[config.mk]
export PLATFORM = sky130hd
export DESIGN_NAME = memory_stage_flat
export DESIGN_NICKNAME = d
export VERILOG_FILES = /design/src/rtl/memory_stage_if.sv /design/src/rtl/memory_stage.sv /design/src/flat_wrapper.sv
export SDC_FILE = /design/constraint.sdc
export NUM_CORES = 1
export LEC_CHECK = 0
export BUFFER_PORTS_ARGS = -buffer_cell sky130_fd_sc_hd__buf_4
export CAP_MARGIN = 20
export CORE_ASPECT_RATIO = 1.5
export CORE_MARGIN = 2
export CORE_UTILIZATION = 42
export DETAILED_ROUTE_END_ITERATION = 6
export GPL_TIMING_DRIVEN = 0
export HOLD_SLACK_MARGIN = 0.1
export PLACE_DENSITY = 0.71
export SYNTH_ARGS = -nofsm -noshare
export SYNTH_HDL_FRONTEND = slang
export SYNTH_SLANG_ARGS = --single-unit
[constraint.sdc]
create_clock -name clk -period 2.91 [get_ports clk]
set_input_delay 0.582 -clock clk [delete_from_list [all_inputs] [get_ports clk]]
set_output_delay 0.582 -clock clk [all_outputs]
set_load 0.02 [all_outputs]
[src/rtl/memory_stage_if.sv]
// Data-memory request/acknowledge bus between the memory stage and data memory.
interface memory_stage_if;
    logic        dmem_req;
    logic        dmem_we;
    logic [15:0] dmem_addr;
    logic [15:0] dmem_wdata;
    logic [15:0] dmem_rdata;
    logic        dmem_ack;

    modport master (
        output dmem_req, dmem_we, dmem_addr, dmem_wdata,
        input  dmem_rdata, dmem_ack
    );

    modport slave (
        input  dmem_req, dmem_we, dmem_addr, dmem_wdata,
        output dmem_rdata, dmem_ack
    );
endinterface

[src/rtl/memory_stage.sv]
// Memory-access pipeline stage: runs load/store transactions with timeout,
// resolves branches and presents registered write-back results.
module memory_stage #(
    parameter int unsigned MEM_TIMEOUT = 15
) (
    input  logic        clk,
    input  logic        rst_n,
    input  logic        valid_in,
    input  logic [15:0] alu_result_in,
    input  logic        zero_in,
    input  logic [15:0] write_data_in,
    input  logic [2:0]  dest_reg_in,
    input  logic        mem_read_in,
    input  logic        mem_write_in,
    input  logic        reg_write_in,
    input  logic        branch_in,
    input  logic [15:0] branch_target_in,
    output logic        stall_out,
    memory_stage_if.master dmem,
    output logic        wb_valid,
    output logic        wb_reg_write,
    output logic [2:0]  wb_dest_reg,
    output logic [15:0] wb_data,
    output logic        pc_src,
    output logic [15:0] branch_target_out,
    output logic        mem_error
);

    localparam int unsigned DW = 16;
    localparam int unsigned RW = 3;
    localparam int unsigned CW = 8;

    localparam logic [0:0] IDLE   = 1'b0;
    localparam logic [0:0] ACCESS = 1'b1;

    // Counter value reached in the last allowed ACCESS cycle.
    localparam logic [CW-1:0] TMO_LAST = CW'(MEM_TIMEOUT - 1);

    logic [0:0]    state, state_d;
    logic [CW-1:0] cnt, cnt_d;
    logic [RW-1:0] lat_dest, lat_dest_d;
    logic          lat_rw, lat_rw_d;

    logic          req_d, we_d;
    logic [DW-1:0] addr_d, wdata_d;
    logic          stall_d;
    logic          wb_valid_d, wb_rw_d;
    logic [RW-1:0] wb_dest_d;
    logic [DW-1:0] wb_data_d;
    logic          pc_src_d;
    logic [DW-1:0] tgt_d;
    logic          err_d;

    // Next-state and next-output decode.
    always_comb begin
        state_d    = state;
        cnt_d      = cnt;
        lat_dest_d = lat_dest;
        lat_rw_d   = lat_rw;
        req_d      = dmem.dmem_req;
        we_d       = dmem.dmem_we;
        addr_d     = dmem.dmem_addr;
        wdata_d    = dmem.dmem_wdata;
        wb_valid_d = 1'b0;
        wb_rw_d    = wb_reg_write;
        wb_dest_d  = wb_dest_reg;
        wb_data_d  = wb_data;
        pc_src_d   = 1'b0;
        tgt_d      = branch_target_out;
        err_d      = mem_error;

        case (state)
            IDLE: begin
                if (valid_in) begin
                    pc_src_d = branch_in & zero_in;
                    tgt_d    = branch_target_in;
                    if (mem_read_in || mem_write_in) begin
                        state_d    = ACCESS;
                        cnt_d      = '0;
                        req_d      = 1'b1;
                        // A combined read+write is treated as a load.
                        we_d       = mem_write_in & ~mem_read_in;
                        addr_d     = alu_result_in;
                        wdata_d    = write_data_in;
                        lat_dest_d = dest_reg_in;
                        lat_rw_d   = reg_write_in;
                    end else begin
                        wb_valid_d = 1'b1;
                        wb_rw_d    = reg_write_in;
                        wb_dest_d  = dest_reg_in;
                        wb_data_d  = alu_result_in;
                    end
                end
            end
            ACCESS: begin
                if (dmem.dmem_ack) begin
                    state_d    = IDLE;
                    req_d      = 1'b0;
                    wb_valid_d = 1'b1;
                    wb_dest_d  = lat_dest;
                    if (dmem.dmem_we) begin
                        wb_data_d = dmem.dmem_addr;
                        wb_rw_d   = 1'b0;
                    end else begin
                        wb_data_d = dmem.dmem_rdata;
                        wb_rw_d   = lat_rw;
                    end
                end else if (cnt == TMO_LAST) begin
                    state_d    = IDLE;
                    req_d      = 1'b0;
                    wb_valid_d = 1'b1;
                    wb_rw_d    = 1'b0;
                    wb_dest_d  = lat_dest;
                    err_d      = 1'b1;
                end else begin
                    cnt_d = cnt + CW'(1);
                end
            end
            default: begin
                state_d = IDLE;
                req_d   = 1'b0;
            end
        endcase

        stall_d = (state_d == ACCESS);
    end

    // State, timeout counter and latched transaction attributes.
    always_ff @(posedge clk or negedge rst_n) begin
        if (!rst_n) begin
            state    <= IDLE;
            cnt      <= '0;
            lat_dest <= '0;
            lat_rw   <= 1'b0;
        end else begin
            state    <= state_d;
            cnt      <= cnt_d;
            lat_dest <= lat_dest_d;
            lat_rw   <= lat_rw_d;
        end
    end

    // Registered outputs toward memory, write-back and fetch.
    always_ff @(posedge clk or negedge rst_n) begin
        if (!rst_n) begin
            stall_out         <= 1'b0;
            dmem.dmem_req     <= 1'b0;
            dmem.dmem_we      <= 1'b0;
            dmem.dmem_addr    <= '0;
            dmem.dmem_wdata   <= '0;
            wb_valid          <= 1'b0;
            wb_reg_write      <= 1'b0;
            wb_dest_reg       <= '0;
            wb_data           <= '0;
            pc_src            <= 1'b0;
            branch_target_out <= '0;
            mem_error         <= 1'b0;
        end else begin
            stall_out         <= stall_d;
            dmem.dmem_req     <= req_d;
            dmem.dmem_we      <= we_d;
            dmem.dmem_addr    <= addr_d;
            dmem.dmem_wdata   <= wdata_d;
            wb_valid          <= wb_valid_d;
            wb_reg_write      <= wb_rw_d;
            wb_dest_reg       <= wb_dest_d;
            wb_data           <= wb_data_d;
            pc_src            <= pc_src_d;
            branch_target_out <= tgt_d;
            mem_error         <= err_d;
        end
    end

endmodule

[src/flat_wrapper.sv]
// flat-port wrapper written by rule: the top's interface ports become plain ports
module memory_stage_flat 
#(
    parameter int unsigned MEM_TIMEOUT = 15
)
  (clk, rst_n, valid_in, alu_result_in, zero_in, write_data_in, dest_reg_in, mem_read_in, mem_write_in, reg_write_in, branch_in, branch_target_in, stall_out, wb_valid, wb_reg_write, wb_dest_reg, wb_data, pc_src, branch_target_out, mem_error, dmem_dmem_req, dmem_dmem_we, dmem_dmem_addr, dmem_dmem_wdata, dmem_dmem_rdata, dmem_dmem_ack);
  memory_stage_if dmem_i ();
  input  logic clk;
  input  logic rst_n;
  input  logic valid_in;
  input  logic [15:0] alu_result_in;
  input  logic zero_in;
  input  logic [15:0] write_data_in;
  input  logic [2:0] dest_reg_in;
  input  logic mem_read_in;
  input  logic mem_write_in;
  input  logic reg_write_in;
  input  logic branch_in;
  input  logic [15:0] branch_target_in;
  output logic stall_out;
  output logic wb_valid;
  output logic wb_reg_write;
  output logic [2:0] wb_dest_reg;
  output logic [15:0] wb_data;
  output logic pc_src;
  output logic [15:0] branch_target_out;
  output logic mem_error;
  output wire logic [$bits(dmem_i.dmem_req)-1:0] dmem_dmem_req;
  output wire logic [$bits(dmem_i.dmem_we)-1:0] dmem_dmem_we;
  output wire logic [$bits(dmem_i.dmem_addr)-1:0] dmem_dmem_addr;
  output wire logic [$bits(dmem_i.dmem_wdata)-1:0] dmem_dmem_wdata;
  input wire logic [$bits(dmem_i.dmem_rdata)-1:0] dmem_dmem_rdata;
  input wire logic [$bits(dmem_i.dmem_ack)-1:0] dmem_dmem_ack;
  assign dmem_dmem_req = dmem_i.dmem_req;
  assign dmem_dmem_we = dmem_i.dmem_we;
  assign dmem_dmem_addr = dmem_i.dmem_addr;
  assign dmem_dmem_wdata = dmem_i.dmem_wdata;
  assign dmem_i.dmem_rdata = dmem_dmem_rdata;
  assign dmem_i.dmem_ack = dmem_dmem_ack;
  memory_stage #(.MEM_TIMEOUT(MEM_TIMEOUT)) u_core (.clk(clk), .rst_n(rst_n), .valid_in(valid_in), .alu_result_in(alu_result_in), .zero_in(zero_in), .write_data_in(write_data_in), .dest_reg_in(dest_reg_in), .mem_read_in(mem_read_in), .mem_write_in(mem_write_in), .reg_write_in(reg_write_in), .branch_in(branch_in), .branch_target_in(branch_target_in), .stall_out(stall_out), .dmem(dmem_i), .wb_valid(wb_valid), .wb_reg_write(wb_reg_write), .wb_dest_reg(wb_dest_reg), .wb_data(wb_data), .pc_src(pc_src), .branch_target_out(branch_target_out), .mem_error(mem_error));
endmodule
After elaboration in Yosys (flattened, before gate mapping):

Cells that the tools add are included.

* flip-flop bits (word level): 86
* input port bits: 76
* output and inout bits: 74
* logic and storage cells: 74

* $add $sub $neg: 1
* muxes and demuxes: 37
* bitwise gates (word level): 5
* reductions and logical operators: 8
* equality and inequality tests: 8

Operators by type and width (number)
* $mux W16: 4
* $mux W8: 4
* $pmux W16 S2: 1
* $mux W1: 18
* $pmux W8 S2: 1
* $reduce_and A3 Y1: 5
* $mux W3: 4
* $ne A2 B2 Y1 const B: 5
* $add A8 B1 Y8 const B: 1
* $eq A8 B4 Y1 const B: 1
* $pmux W1 S2: 4
* $pmux W3 S2: 1
* $reduce_and A4 Y1: 1
* $ne A3 B3 Y1 const B: 1
* $not A1 Y1: 3
* $and A1 B1 Y1: 2
* $ne A2 B1 Y1 const B: 1
* $reduce_and A2 Y1: 1
* $logic_or A1 B1 Y1: 1

Depth between registers and ports, before layout:

* depth after elaboration: 4
* depth in mapped cells: 7
* gate-level depth less buffers: 6

Worst setup path before layout:

OpenSTA, ideal clock, no wires.

* path type: in2reg
* start point: in valid_in
* end point: reg u_core.branch_target_out[10]
* buffers on the path: 2
* path slack: 1258 ps
* arrival time: 1527 ps
* cell stages on the path: 4
* library setup time: 125 ps
* cell sequence: nor2b_2 > buf_2 > buf_2 > mux2_2

* word-level cells in the longest chain between the ends: 1

Ends and longest elaborated chain
* start, declared: RTL line flat_wrapper.sv:10 `input logic valid_in;`
* $reduce_and A2 Y1 (no line)
* end signal, assigned: RTL line memory_stage.sv:169 `branch_target_out <= tgt_d;`
* end, declared: RTL line memory_stage.sv:25 `output logic [15:0] branch_target_out,`

Every way passes these cells.
A chain may end at the register's enable or synchronous reset.

Final worst setup path:

* start point: reg u_core.cnt[0]
* end point: reg u_core.wb_dest_reg[0]

* word-level cells in the longest chain between the ends: 3

Ends and longest elaborated chain
* start, declared: RTL line memory_stage.sv:40 `logic [CW-1:0] cnt, cnt_d;`
* start signal, assigned: RTL line memory_stage.sv:137 `cnt <= cnt_d;`
* $eq A8 B4 Y1: RTL line memory_stage.sv:108 `end else if (cnt == TMO_LAST) begin`
* $ne A3 B3 Y1 (no line)
* $reduce_and A3 Y1 (no line)
* end signal, assigned: RTL line memory_stage.sv:166 `wb_dest_reg <= wb_dest_d;`
* end, declared: RTL line memory_stage.sv:22 `output logic [2:0] wb_dest_reg,`

Every way passes these cells.

==> Implementation_results.wiki <==
{| class="wikitable"
! Metric !! Value
|-
| Vias after detailed routing || about 3300
|-
| Commonest cells after routing, fill and taps aside || 150 x sky130_fd_sc_hd__buf_4, 141 x sky130_fd_sc_hd__nand2_1, 86 x sky130_fd_sc_hd__dfrtp_1
|-
| Overflow left after global routing || 0
|-
| Maxcap violations || 0
|-
| CORE AREA || 8776 um^2
|-
| Total of fill cells in the finished design || about 740
|-
| Number of endpoints with negative hold slack in the final report || 0
|-
| Total setup violations reported at the end of the flow || 0
|-
| Path category of the worst min-delay check || in -> reg
|-
| Cells resized by post-CTS repair || 0
|-
| Global Route Usage Sum || around 22%
|-
| Maximum fanout encountered on the critical timing path || 7
|-
| Number of antenna violations at the first check in global routing || 0
|-
| Detailed-routing iteration count for the pre-antenna-repair pass || 4
|-
| Total Wirelength || a little over 10000 um
|-
| Num CTS Buffers || 9
|-
| Worst Hold Margin || around 0.42 ns
|-
| Total of flip-flops plus latches after synthesis || 86
|-
| DRC Markers || 0
|-
| H-tree depth reported by CTS || 3
|-
| Clock sink count || 86
|-
| Static leakage || about 2.8 nW
|-
| Maximum root-to-sink buffer count || 2
|-
| Largest net degree at the start of global routing || 87
|-
| Minimum clock period || about 1.9 ns
|-
| Startpoint class of the critical path || flop
|-
| Inserted Diodes || 0
|-
| Post-synthesis cell area || ~3800 um^2
|-
| Wire length of the first global-routing pass || roughly 17000 um
|-
| Clock edge transition at the registers on the reported setup and hold paths || 0.06 ns
|-
| CTS tree || yes
|-
| Power density cells || 781.1 nW/um^2
|-
| Post-Synthesis Net Count || ~450
|-
| Average wire per standard cell || 15.74 um
|-
| Total Nets Final || slightly above 600
|-
| Type of the worst setup path || reg -> reg
|-
| Total number of yosys warnings || 0
|-
| Number of core rows || 42
|-
| Postcts setup bufs || 0
|-
| Multi-input gate area || between 1500 and 2000 um^2
|-
| Most frequent standard cell in the layout excluding fill and tap cells || sky130_fd_sc_hd__buf_4
|-
| Horiz. Die Dim || between 80 and 90 um
|-
| RSZ-0062 raised after global routing || false
|-
| I/O pin cnt || 150
|-
| Total die area || 9803 um^2
|-
| PortBufs || roughly 150
|-
| Post-detail-place hpwl || approximately 7500 um
|-
| Initial DRC count || approximately 170
|-
| Fraction of layout cells with a size suffix above 1 || between 30% and 40%
|-
| Data required time at the worst endpoint || 3.13 ns
|-
| Die height || ~120 um
|-
| Worst max-slew margin expressed relative to the limit || 61.95%
|-
| Cell count after synthesis || approximately 370
|-
| Area grow syn2layout || 41.65%
|-
| FF/Latch Area || 2152 um^2
|-
| Effective utilization at floorplan || between 40% and 50%
|-
| Count of different cell masters after synthesis || 40
|-
| Tot Pwr || approximately 0.0042 W
|-
| Mean number of vias per cell || 5.022
|-
| Period Utilization, post-route || between 60% and 70%
|-
| Insertion delay of the later-clocked pin in the worst-skew pair || between 0.3 and 0.4 ns
|-
| Weighted congestion at the end of routability-driven global placement || about 0.8
|-
| Post-Syn Area per Cell || 10.12 um^2
|-
| Skew final || about 0.0064 ns
|-
| Max frequency || about 530 MHz
|-
| Data arrival time of the critical path || ~2.1 ns
|-
| Sum Neg Setup Slack || 0 ns
|-
| Portion of the post-synthesis area used by sequential elements || roughly 57%
|-
| Worst Setup End Kind || flop
|-
| Final number of max-transition violations || 0
|-
| Clock tree root driver cell || sky130_fd_sc_hd__clkbuf_16
|-
| IR Drop Worst-Case VDD || approximately 0.00059 V
|-
| Number of global-route vias before repair || approximately 3400
|-
| Count of antenna-violating nets left after detailed routing || 0
|-
| Result of the run || completed
|-
| Slew of the pin with the lowest slew margin || roughly 0.57 ns
|}
[synthesized netlist by cell type (all sizes together)]
library cell  number  share of area, %
nand2            141                14
dfrtp             86                57
o21ai             39               5.2
mux2              24               7.1
mux2i             16               4.2
buf               13               1.8
clkbuf             9               1.2
and3               5              0.86
inv                4              0.40
nand3              4              0.53
nor2               4              0.40
a211o              3              0.79
a22o               3              0.73
a21o               2              0.40
a21oi              2              0.26
ha                 2              0.66
nand4b             2              0.63
nor2b              2              0.40
nor4b              2              0.46
a21bo              1              0.26
a22oi              1              0.33
a31o               1              0.23
and2               1              0.17
and2b              1              0.26
nand4              1              0.17
nor3b              1              0.20
nor4               1              0.33
o2bb2ai            1              0.23
o41ai              1              0.73
or4                1              0.20
[through the flow]
step | util (%) | setup slack [ns] | cell area [um^2] | cells
after floorplan | - | 1.258 | 3785 | 374
after global placement | 57.44 | 0.9174 | 5041 | 633
after detailed placement | 57.44 | 0.8748 | 5041 | 633
after CTS | 60.66 | 1.008 | 5324 | 649
after global routing | 61.09 | 0.8852 | 5361 | 651
final | 61.09 | 1.011 | 5361 | 651
[worst paths after layout]
path	from	to	slack [ns]	cells after the start
max	u_core.cnt[0]$_DFFE_PN0P_	u_core.wb_dest_reg[0]$_DFFE_PN0P_	1.01	6
min	mem_read_in	u_core.dmem.dmem_we$_DFFE_PN0P_	0.42	2
max reg2reg	u_core.cnt[0]$_DFFE_PN0P_	u_core.wb_dest_reg[0]$_DFFE_PN0P_	1.01	6
min reg2reg	u_core.mem_error$_DFFE_PN0P_	u_core.mem_error$_DFFE_PN0P_	0.46	1
max in group asynchronous	rst_n	u_core.lat_dest[0]$_DFFE_PN0P_	1.65	3
min in group asynchronous	rst_n	u_core.dmem.dmem_wdata[10]$_DFFE_PN0P_	0.63	2
[report_power, final]
part           total (W)  internal [W]  switching, W
clock            0.00112      0.000660      0.000458
combinational    0.00140      0.000628      0.000774
sequential       0.00167       0.00148      0.000192
[critical path: stages (launching register included)]
cell	delay, ns
sky130_fd_sc_hd__dfrtp_1	0.45
sky130_fd_sc_hd__inv_1	0.09
sky130_fd_sc_hd__ha_1	0.16
sky130_fd_sc_hd__nand4b_2	0.15
sky130_fd_sc_hd__nor4_2	0.30
sky130_fd_sc_hd__a21bo_2	0.29
sky130_fd_sc_hd__mux2_2	0.36
[metal layers]
metal / part of all wire, % / vias up / global-route usage [%] / routed length [um]
met4: 3.2 / 0 / 13.14 / 324
met3: 5.5 / 19 / 4.403 / 561
li1: - / 1567 / - / -
met5: 0 / - / 0 / 0
met1: 39 / 1589 / 26.85 / 4032
met2: 52 / 94 / 36.78 / 5330
[kinds of logic (layout without fill, tap and decap cells)]
family / after synthesis / in the layout / synth area share (%)
simple gates: 166 / 166 / 18.58
flops: 86 / 86 / 56.86
compound gates: 54 / 54 / 9.124
mux: 40 / 40 / 11.37
buf+inv: 26 / 193 / 3.405
fa+ha+maj: 2 / 2 / 0.6611
[area by class of cell]
class	instances	area share (%)
buffer	22	2.124
clock inverter	5	0.9335
tap	110	2.567
multi-input combinational	262	28.05
sequential	86	40.14
clock buffer	11	4.341
inverter	4	0.2800
timing repair buffer	151	21.56
[repair_timing]
action	in CTS	in global routing
hold endpoints to repair	0	2
endpoints found under the setup margin	0	0
hold buffers	0	1
(Power assumes the default switching activity.)
